File: src/rtl/sum_array_pkg.sv
`default_nettype none
// ============================================================================
// Package     : sum_array_pkg
// Description : Shared constants and types for the sum_of_array BRAM
//               sequencer: default address/data widths, BRAM read latency,
//               FSM state encoding and the request-length width helper.
// Revision    : 1.0 - initial release
// ============================================================================
package sum_array_pkg;

    localparam int ADDR_W_DEF = 10;
    localparam int DATA_W_DEF = 32;
    localparam int RD_LAT_DEF = 2;

    // A request length must be able to express a full sweep (2^ADDR_W words),
    // so it needs one bit more than an address.
    function automatic int len_w(input int addr_w);
        return addr_w + 1;
    endfunction

    localparam int LEN_W_DEF = ADDR_W_DEF + 1;

    localparam logic [1:0] ST_IDLE  = 2'd0;
    localparam logic [1:0] ST_ISSUE = 2'd1;
    localparam logic [1:0] ST_DRAIN = 2'd2;
    localparam logic [1:0] ST_DONE  = 2'd3;

    typedef enum logic [1:0] {
        IDLE  = ST_IDLE,
        ISSUE = ST_ISSUE,
        DRAIN = ST_DRAIN,
        DONE  = ST_DONE
    } state_e;

endpackage : sum_array_pkg
`default_nettype wire

File: src/rtl/rd_valid_pipe.sv
`default_nettype none
// ============================================================================
// Module      : rd_valid_pipe
// Description : DEPTH-deep shift register of read-issue tags. A tag shifted
//               in alongside a BRAM read request emerges on valid_out in the
//               cycle the BRAM presents that request's data.
// Ports       : clk        - clock, posedge
//               rst_n      - synchronous active-low reset, clears all tags
//               tag_in     - 1 when a read request is presented this cycle
//               valid_out  - read data on the BRAM output is valid this cycle
//               empty_next - no tag remains in flight after the coming edge
//                            (valid_out may still be high this cycle)
// Revision    : 1.0 - initial release
// ============================================================================
module rd_valid_pipe #(
    parameter int DEPTH = 2
) (
    input  logic clk,
    input  logic rst_n,
    input  logic tag_in,
    output logic valid_out,
    output logic empty_next
);

    logic [DEPTH-1:0] r_stages;

    generate
        if (DEPTH == 1) begin : g_single
            always_ff @(posedge clk) begin
                if (!rst_n) begin
                    r_stages <= '0;
                end else begin
                    r_stages <= tag_in;
                end
            end
            assign empty_next = !tag_in;
        end else begin : g_multi
            always_ff @(posedge clk) begin
                if (!rst_n) begin
                    r_stages <= '0;
                end else begin
                    r_stages <= {r_stages[DEPTH-2:0], tag_in};
                end
            end
            // The last stage is consumed this cycle, so only the input and
            // the younger stages decide whether anything survives the edge.
            assign empty_next = !tag_in && (r_stages[DEPTH-2:0] == '0);
        end
    endgenerate

    assign valid_out = r_stages[DEPTH-1];

endmodule : rd_valid_pipe
`default_nettype wire

File: src/rtl/sum_array_ctrl.sv
`default_nettype none
// ============================================================================
// Module      : sum_array_ctrl
// Description : Read sequencer for the sum_of_array BRAM. On an accepted
//               start it issues one read per cycle over a contiguous,
//               wrapping address window, tracks reads through the BRAM read
//               pipeline and accumulates the returned words. A one-cycle
//               done pulse marks a valid sum.
// Build macro : SUM_ARRAY_CTRL_OVF_EN - when defined, ovf is a sticky flag
//               set by any accumulate carry; otherwise ovf is tied to 0.
// Ports       : clk, rst_n            - clock / synchronous active-low reset
//               start, base_addr, len - request, sampled only in IDLE
//               busy, done            - request in progress / completion pulse
//               sum, ovf              - result and sticky carry flag
//               mem_read_en/addr/val  - BRAM read port
// Revision    : 1.0 - initial release
// ============================================================================
module sum_array_ctrl
    import sum_array_pkg::*;
#(
    parameter int ADDR_W = ADDR_W_DEF,
    parameter int DATA_W = DATA_W_DEF,
    parameter int RD_LAT = RD_LAT_DEF
) (
    input  logic              clk,
    input  logic              rst_n,
    input  logic              start,
    input  logic [ADDR_W-1:0] base_addr,
    input  logic [ADDR_W:0]   len,
    output logic              busy,
    output logic              done,
    output logic [DATA_W-1:0] sum,
    output logic              ovf,
    output logic              mem_read_en,
    output logic [ADDR_W-1:0] mem_read_addr,
    input  logic [DATA_W-1:0] mem_read_val
);

    localparam int LEN_W = len_w(ADDR_W);
    localparam logic [LEN_W-1:0] C_ONE = LEN_W'(1);

    state_e            r_state;
    logic [ADDR_W-1:0] r_base;
    logic [LEN_W-1:0]  r_len;
    logic [LEN_W-1:0]  r_cnt;
    logic              r_en;
    logic [ADDR_W-1:0] r_addr;
    logic [DATA_W-1:0] r_sum;
    logic              w_accept;
    logic              w_valid;
    logic              w_empty_next;

    assign w_accept = (r_state == IDLE) && start;

    // The tag enters with the registered read enable, i.e. in step with the
    // BRAM's own sampling of read_en.
    rd_valid_pipe #(
        .DEPTH (RD_LAT)
    ) u_valid_pipe (
        .clk        (clk),
        .rst_n      (rst_n),
        .tag_in     (r_en),
        .valid_out  (w_valid),
        .empty_next (w_empty_next)
    );

    always_ff @(posedge clk) begin
        if (!rst_n) begin
            r_state <= IDLE;
            r_base  <= '0;
            r_len   <= '0;
            r_cnt   <= '0;
            r_en    <= 1'b0;
            r_addr  <= '0;
        end else begin
            r_en <= 1'b0;
            case (r_state)
                IDLE: begin
                    if (start) begin
                        r_base <= base_addr;
                        r_len  <= len;
                        r_cnt  <= '0;
                        // An empty request spends one cycle in DRAIN (where
                        // the pipe is already empty) so done lands one cycle
                        // after the accept edge.
                        r_state <= (len != '0) ? ISSUE : DRAIN;
                    end
                end
                ISSUE: begin
                    r_en   <= 1'b1;
                    r_addr <= r_base + r_cnt[ADDR_W-1:0];
                    r_cnt  <= r_cnt + C_ONE;
                    if ((r_cnt + C_ONE) == r_len) begin
                        r_state <= DRAIN;
                    end
                end
                DRAIN: begin
                    if (w_empty_next) begin
                        r_state <= DONE;
                    end
                end
                DONE: begin
                    r_state <= IDLE;
                end
                default: begin
                    r_state <= IDLE;
                end
            endcase
        end
    end

`ifdef SUM_ARRAY_CTRL_OVF_EN
    logic              r_ovf;
    logic [DATA_W:0]   w_acc;

    assign w_acc = {1'b0, r_sum} + {1'b0, mem_read_val};

    always_ff @(posedge clk) begin
        if (!rst_n) begin
            r_sum <= '0;
            r_ovf <= 1'b0;
        end else if (w_accept) begin
            r_sum <= '0;
            r_ovf <= 1'b0;
        end else if (w_valid) begin
            r_sum <= w_acc[DATA_W-1:0];
            r_ovf <= r_ovf | w_acc[DATA_W];
        end
    end

    assign ovf = r_ovf;
`else
    always_ff @(posedge clk) begin
        if (!rst_n) begin
            r_sum <= '0;
        end else if (w_accept) begin
            r_sum <= '0;
        end else if (w_valid) begin
            r_sum <= r_sum + mem_read_val;
        end
    end

    assign ovf = 1'b0;
`endif

    assign busy          = (r_state != IDLE);
    assign done          = (r_state == DONE);
    assign sum           = r_sum;
    assign mem_read_en   = r_en;
    assign mem_read_addr = r_addr;

endmodule : sum_array_ctrl
`default_nettype wire

File: config.mk
export PLATFORM = sky130hd
export DESIGN_NAME = sum_array_ctrl
export DESIGN_NICKNAME = d
export VERILOG_FILES = /design/src/rtl/sum_array_pkg.sv /design/src/rtl/rd_valid_pipe.sv /design/src/rtl/sum_array_ctrl.sv
export SDC_FILE = /design/constraint.sdc
export NUM_CORES = 1
export LEC_CHECK = 0
export CAP_MARGIN = 10
export CORE_MARGIN = 2
export CORE_UTILIZATION = 48
export DETAILED_ROUTE_END_ITERATION = 8
export PLACE_DENSITY = 0.87
export SYNTH_ARGS = -nofsm -noshare
export SYNTH_HDL_FRONTEND = slang
export SYNTH_HIERARCHICAL = 1
export SYNTH_SLANG_ARGS = --single-unit
export TNS_END_PERCENT = 1
File: constraint.sdc
create_clock -name clk -period 2.87 [get_ports clk]
set_input_delay 0.4305 -clock clk [delete_from_list [all_inputs] [get_ports clk]]
set_output_delay 0.4305 -clock clk [all_outputs]
set_load 0.02 [all_outputs]
## Word level (Yosys, flattened, before mapping)

Index checks and enable logic that the tools add are counted.

| word-level totals | value |
|---|---|
| register bits | 79 |
| output and inout port bits | 46 |
| logic and storage cells | 39 |
| input port bits | 56 |

| operators by class | value |
|---|---|
| multiplexer cells | 8 |
| reductions and logical operators | 11 |
| add/subtract/negate cells | 3 |
| bitwise operators | 2 |
| equality and inequality tests | 7 |

Operators with widths:

| kind | count |
|---|---|
| $add 32x32->32 | 1 |
| $pmux 11 s2 | 1 |
| $add 11x1->11 const B | 1 |
| $eq 11x11->1 | 1 |
| $mux 11 | 1 |
| $reduce_bool 11->1 | 1 |
| $add 10x10->10 | 1 |
| $mux 2 | 4 |
| $pmux 2 s4 | 1 |
| $eq 2x2->1 const B | 2 |
| $ne 2x2->1 const B | 2 |
| $reduce_and 2->1 | 2 |
| $reduce_bool 2->1 | 2 |
| $reduce_and 3->1 | 1 |
| $eq 2x1->1 const B | 1 |
| $logic_and 1x1->1 | 2 |
| $logic_not 2->1 | 1 |
| $ne 2x1->1 const B | 1 |
| $not 1->1 | 2 |
| $reduce_or 2->1 | 1 |
| $logic_not 1->1 | 1 |
| $mux 1 | 1 |

## Depth between registers and ports, before layout

Gate-level depths: netlist (run 1).

| logic depth | value |
|---|---|
| word-level depth | 4 |
| depth in mapped cells | 11 |
| gate-level depth less buffers | 11 |

## Hierarchy

The synthesis (run 1) kept the hierarchy.

By module, submodules not included:

| module | instances | area an instance (um2) | seq. area each (um2) | cells an instance |
|---|---|---|---|---|
| sum_array_ctrl | 1 | 5117.4 | 1541.5 | 631 |
| rd_valid_pipe | 1 | 56.3 | 40.0 | 5 |

## Worst setup path after synthesis (run 1)

Ideal clock, no wire load.

| timing | value |
|---|---|
| path type | input-to-reg |
| start | input port mem_read_val[0] |
| end | register r_sum[28] (netlist: sum[28]) |
| path buffers | 0 |
| arrival | 2.563 ns |
| slack | 0.173 ns |
| stages on the path | 11 |
| setup time | 0.134 ns |
| required time | 2.736 ns |
| cell sequence | ha_1 > fa_1 > a211oi_1 > o21ai_1 > o211ai_2 > a31oi_2 > a311oi_1 > o21ai_1 > a31oi_1 > xor2_1 > a21oi_1 |

| on the way | value |
|---|---|
| longest elaborated chain between the ends | 1 |

Ends and longest elaborated chain:

| item | RTL line | source |
|---|---|---|
| start, declared | sum_array_ctrl.sv:36 | `input logic [DATA_W-1:0] mem_read_val` |
| $add 32x32->32 | sum_array_ctrl.sv:139 | `r_sum <= r_sum + mem_read_val;` |
| end signal, assigned | sum_array_ctrl.sv:139 |  |
| end, declared | sum_array_ctrl.sv:48 | `logic [DATA_W-1:0] r_sum;` |

No other way between the ends.
A chain may end at the register's enable or synchronous reset.

## Worst setup path in the final report (run 1)

| timing | value |
|---|---|
| start | input port mem_read_val[8] |
| end | register r_sum[29] (netlist: sum[29]) |

The elaborated chain is that of the path after synthesis.

==> results of run 1 <==
## layout by cell type, fill, tap and decap left out, drive strengths merged, types with 3 or more instances in the layout
cell type	netlist	routed
a21o	16	16
nor4	5	5
xnor2	31	31
nor2b	6	6
dfxtp	79	79
nand3	21	21
clkdlybuf4s50	0	100
nor2	73	73
and3	11	11
mux2i	28	28
nor3	5	5
clkbuf	24	9
inv	12	16
buf	5	43
xor2	21	21
o21bai	4	4
a22oi	6	6
o22ai	4	4
ha	45	45
o21ai	27	27
o211ai	5	5
and2	6	6
o21a	4	4
a21oi	66	66
a31oi	9	9
nand2	82	82
nand2b	6	6
a211oi	10	10
a32oi	3	3
nand4	4	4
## power breakdown
part / switching (mW) / internal, mW / total (mW) / leakage (nW)
clock: 0.484 / 0.335 / 0.819 / 0.0943
sequential: 0.0838 / 1.20 / 1.29 / 0.641
combinational: 0.685 / 0.505 / 1.19 / 2.05
## cell type report
class,instances,share of cell area (%)
clock inverter,7,0.966
multi-input combinational,515,50.9
clock buffer,9,1.84
inverter,12,0.669
timing repair buffer,143,19.6
sequential,79,23.5
antenna,1,0.0372
tap,136,2.53
## state kept, by name (all words and copies together) (netlist names)
| name | flops |
|---|---|
| mem_read_addr | 10 |
| u_valid_pipe/r_stages | 2 |
| sum | 32 |
| r_base | 10 |
| mem_read_en | 1 |
| r_cnt | 11 |
| r_len | 11 |
| r_state | 2 |
## cell families (layout without fill, tap and decap cells)
kind of cell / after synthesis / count (layout) / share of synthesized area, %
buffers and inverters: 42 / 171 / 3.53
other: 1 / 2 / 0.0725
flip-flops: 79 / 79 / 30.6
AO/OA/AOI/OAI: 163 / 163 / 19.7
multiplexers: 28 / 28 / 5.42
XOR/XNOR: 52 / 52 / 9.31
AND/OR/NAND/NOR: 224 / 224 / 19.7
adder cells (fa/ha/maj): 47 / 47 / 11.7
## worst min-delay path, stage by stage, from the launching register on
cell,delay (ps)
dfxtp_1,320
nand2_1,50
a21oi_1,50
## per-stage QoR
| stage | hold slack (ps) | power, mW | setup TNS (ps) |
|---|---|---|---|
| after floorplan | 431 | 2.06 | 0 |
| after global placement | 440 | 2.42 | -1690 |
| after detailed placement | 449 | 2.47 | -2850 |
| after CTS | 474 | 3.29 | 0 |
| after global routing | 493 | 3.49 | 0 |
| final | 467 | 3.30 | 0 |
## final timing paths
kind / from / to / slack [ps] / depth (start not counted)
max: mem_read_val[8] / sum[29] / 160 / 13
min: r_base[8] / r_base[8] / 470 / 2
min reg2reg: r_base[8] / r_base[8] / 470 / 2
max reg2reg: sum[8] / sum[29] / 280 / 12
## what timing repair did
item,4_1_cts,5_1_grt
cloned,0,0
setup endpoints to repair,2,5
gates resized for setup,1,2
pin swaps,0,2
## layer usage
layer | vias to the layer above | routed length [um] | track usage [%]
met3 | 37 | 890 | 4.66
li1 | 2490 | - | -
met1 | 2388 | 5820 | 29.2
met2 | 210 | 7070 | 44.7
met5 | - | 0 | 0
met4 | 0 | 335 | 8.70
==> impl_metrics.json, run 1 <==
{
  "dpl.hpwl_um": 10600,
  "critPathKind": "primary input to flip-flop",
  "final_area_mm2": 0.00673,
  "seqCellArea_mm2": 0.00158,
  "core-area_mm2": 0.0104,
  "relSlewSlack_pct": 63.2,
  "fp.dieH_um": 108,
  "area_delta_synth_final_pct": 30.2,
  "grt_pass1_wl_um": 23200,
  "start_util_pct": 49.7,
  "peakVddDrop_uv": 385,
  "fin_util_pct": 64.6,
  "fill_cells": 862,
  "detailed_place.area_mm2": 0.00652,
  "fin_crit_sh_pct": 94.5,
  "synth_seq_cells": 79,
  "post_cts_buffers": 0,
  "synth_area_leader_cell": "dfxtp_1",
  "crit_required_ps": 3180,
  "critPathBufInv": 3,
  "worstSetupStartpointType": "primary input",
  "final-setup-viol-count": 0,
  "critPathMaxStageDelay_ps": 420,
  "post-place-cells": 884,
  "cpMaxStageDelayCell": "or4_1",
  "synth_top_area_share_pct": 30.6,
  "io_buffers": 100,
  "vias": 5125,
  "finalMaxSlewViolations": 0,
  "grt_use_total_pct": 24.8,
  "netlist_instances": 636,
  "drtAntennaViolNets": 0,
  "wire_per_inst_um": 15.6,
  "wirelength_um": 14100,
  "grt_overflow_total": 0,
  "drc": 0,
  "synthFlopType": "dfxtp_1",
  "yosysWarnings": 6,
  "drtIter0Drc": 241,
  "cpLargestDelayFamily": "simple AND/OR/NAND/NOR gates",
  "netlist_area_mm2": 0.00517,
  "path_max_fanout": 3,
  "cts.hold.buffers_added": 0,
  "syn_avg_cell_area_um2": 8.13,
  "hold_violations": 0,
  "layout.nets": 863,
  "clkSlewWorstSetupHoldPaths_ps": 90,
  "multi_input_area_mm2": 0.00342,
  "async_flop_share_pct": 0,
  "max_slew.worst_pin.slew_ps": 546,
  "die_x_um": 108,
  "grt_max_degree": 45,
  "end_kind": "flip-flop",
  "dp_slack_ps": -458,
  "cts_sinks": 79,
  "post_drt_via_cell_ratio": 5.68,
  "clock_skew_ps": 10.1,
  "power_density_mw_per_mm2": 490,
  "status": "finished, final reports clean",
  "io_pins": 102,
  "cts_root_buf": "clkbuf_8",
  "final_layout_size_suffix_gt1_share_pct": 10.1,
  "leakage_nw": 2.78,
  "cts_tree": "yes",
  "arrival_ps": 3020,
  "finalWeightedCongestion": 0.928,
  "cts_inserted_buffers": 9,
  "antenna_found_initial": 0,
  "yosysUniqueCellTypes": 59,
  "netlist_top_cells_count": "nand2_1, dfxtp_1, nor2_1",
  "first_global_vias": 5079,
  "synthMostInstantiatedCell": "nand2_1",
  "cts.path.max_buffers": 2,
  "synth_edf_count": 0,
  "insertion_delay_ps": 370,
  "finalNonFillerCells": 902,
  "firstDrtPassIters": 4,
  "hold_path_class": "flip-flop to flip-flop",
  "rsz0062_at_grt": "no",
  "dieArea_mm2": 0.0116,
  "ys_seq_area_share_pct": 30.6,
  "maxCapViolations": 0,
  "fin_ws_ps": 157,
  "crit_path_cell_trace": "clkdlybuf4s50_1 > ha_1 > and3_1 > and3_1 > o211ai_1 > buf_4 > nand3_1 > a31oi_1 > buf_4 > o21ai_1 > a31oi_1 > or4_1 > nand3_1",
  "rows": 37,
  "fmaxAchievable_mhz": 369,
  "synth_area_leaders": "dfxtp_1, ha_1, a21oi_1, nand2_1, mux2i_1",
  "synth_nets": 739,
  "htree_levels": 3,
  "post-route-min-period_ps": 2710
}
No activity file was read; power rests on OpenSTA's default activity.
==> run 2: changes to the inputs <==
CAP_MARGIN = default   (was 10)
clock period = 2.28 ns   (was 2.87 ns; I/O delays follow)
==> impl_metrics.json, run 2 (synthesis gave the netlist of run 1 again) <==
{
  "area_delta_synth_final_pct": 44.1,
  "clock_skew_ps": 14.5,
  "grt_overflow_total": 0,
  "violations": "setup timing",
  "whs_endpoint": "r_base[5]",
  "largest_register_ffs": 32,
  "cpMaxStageDelayCell": "a311oi_2",
  "max_slew.worst_pin.slew_ps": 550,
  "finalMaxSlewViolations": 0,
  "rsz0062_at_grt": "yes",
  "cts.path.max_buffers": 2,
  "final-setup-viol-count": 10,
  "detailed_place.area_mm2": 0.00691,
  "fp.dieH_um": 108,
  "worst_r2r_startpoint": "sum[0]",
  "hold_violations": 0,
  "first_global_vias": 5452,
  "io_pins": 102,
  "start_util_pct": 49.7,
  "core-area_mm2": 0.0104,
  "htree_levels": 3,
  "drtIter0Drc": 254,
  "reg2reg_to": "sum[28]",
  "post-route-min-period_ps": 2530,
  "hp-start": "r_base[5]",
  "fin_util_pct": 71.6,
  "vias": 5437,
  "peakVddDrop_uv": 504,
  "antenna_found_initial": 0,
  "clkSlewWorstSetupHoldPaths_ps": 90,
  "cpLargestDelayFamily": "compound AO/OA/AOI/OAI gates",
  "grt_use_total_pct": 26.6,
  "post_drt_via_cell_ratio": 5.69,
  "cts_inserted_buffers": 9,
  "drc": 0,
  "insertion_delay_ps": 380,
  "final_layout_size_suffix_gt1_share_pct": 21.0,
  "relSlewSlack_pct": 63.3,
  "layout.nets": 918,
  "hold_depth": 2,
  "final_area_mm2": 0.00746,
  "power_density_mw_per_mm2": 601,
  "critPathMaxStageDelay_ps": 380,
  "grt_max_degree": 45,
  "crit_path_cell_trace": "ha_4 > fa_2 > a211oi_4 > o21ai_2 > o211ai_4 > a31oi_4 > a311oi_2 > o21ai_2 > a31oi_1 > xor2_1 > a21oi_1",
  "cts_tree": "yes",
  "end_kind": "flip-flop",
  "dp_slack_ps": -745,
  "hold_slack_ps": 469,
  "critPathBufInv": 0,
  "arrival_ps": 2790,
  "final_cell_mix": "buf_4, clkdlybuf4s50_1, nand2_1",
  "crit_top_cell": "o21ai_2",
  "grt_pass1_wl_um": 24800,
  "cts.hold.buffers_added": 0,
  "io_buffers": 100,
  "fill_cells": 698,
  "status": "complete, but fails checks",
  "dieArea_mm2": 0.0116,
  "firstDrtPassIters": 5,
  "fmaxAchievable_mhz": 395,
  "dpl.hpwl_um": 10700,
  "fin_crit_sh_pct": 111,
  "crit_required_ps": 2540,
  "drtAntennaViolNets": 0,
  "antenna_cells": 0,
  "wire_per_inst_um": 16.3,
  "layout_commonest_cell": "buf_4",
  "leakage_nw": 3.15,
  "critPathKind": "flip-flop to flip-flop",
  "maxCapViolations": 0,
  "cts_root_buf": "clkbuf_8",
  "wirelength_um": 15600,
  "finalWeightedCongestion": 0.935,
  "r2r_slack_ps": -250,
  "cts_sinks": 79,
  "path_max_fanout": 2,
  "hold_path_class": "flip-flop to flip-flop",
  "worstSetupStartpointType": "flip-flop",
  "die_x_um": 108,
  "r2r_cells": 11,
  "rows": 37,
  "fin_ws_ps": -252
}
run 2: report_power, final:
part / switching [mW] / total [mW] / internal (mW)
Sequential: 0.0969 / 1.61 / 1.52
Combinational: 0.935 / 1.66 / 0.727
Clock: 0.580 / 1.20 / 0.625
run 2: area by class of cell:
cell class | instances | area, um^2 | share of cell area (%)
multi-input cells | 515 | 3670 | 49.2
repair buffers | 198 | 1760 | 23.6
flip-flops and latches | 79 | 1590 | 21.3
well taps | 136 | 170 | 2.28
clock buffers | 10 | 128 | 1.71
clock inverters | 6 | 93.8 | 1.26
inverters | 12 | 45.0 | 0.604
run 2: worst max path at each step:
stage	startpoint	end	slack, ps	cells past startpoint
CTS	sum[0]	sum[28]	-270	11
floorplan	sum[0]	sum[28]	-120	11
finish	sum[0]	sum[28]	-250	11
global placement	mem_read_val[0]	sum[28]	-690	12
detailed placement	mem_read_val[0]	sum[28]	-740	12
global route	sum[0]	sum[22]	-370	12
run 2: what timing repair did:
action                                  CTS  global route
buffers inserted                          2             6
resized for setup                        10            46
endpoints found under the setup margin   21            28
pin swaps                                17            27
run 2: through the flow:
stage,instances,power [mW],setup TNS [ps]
2_1_floorplan,636,2.60,-303
4_1_cts,950,4.43,-2080
6_report,956,4.48,-1700
3_5_place_dp,932,3.21,-12230
5_1_grt,956,4.70,-3780
3_3_place_gp,932,3.14,-9430
run 2: layer usage:
metal  wire [um]  GRT usage (%)  up-vias  share of wire [%]
li1            -              -     2596                  -
met1        6020           30.8     2555                 39
met2        8060           48.1      234                 52
met3         980           4.42       52                6.3
met4         557           11.2        0                3.6
met5           0              0        -                  0
run 2: worst min-delay path: cells and delay by family, from the launching register on:
family	cells	cell delay, ps
AO/OA/AOI/OAI	1	50
flip-flops	1	320
AND/OR/NAND/NOR	1	50
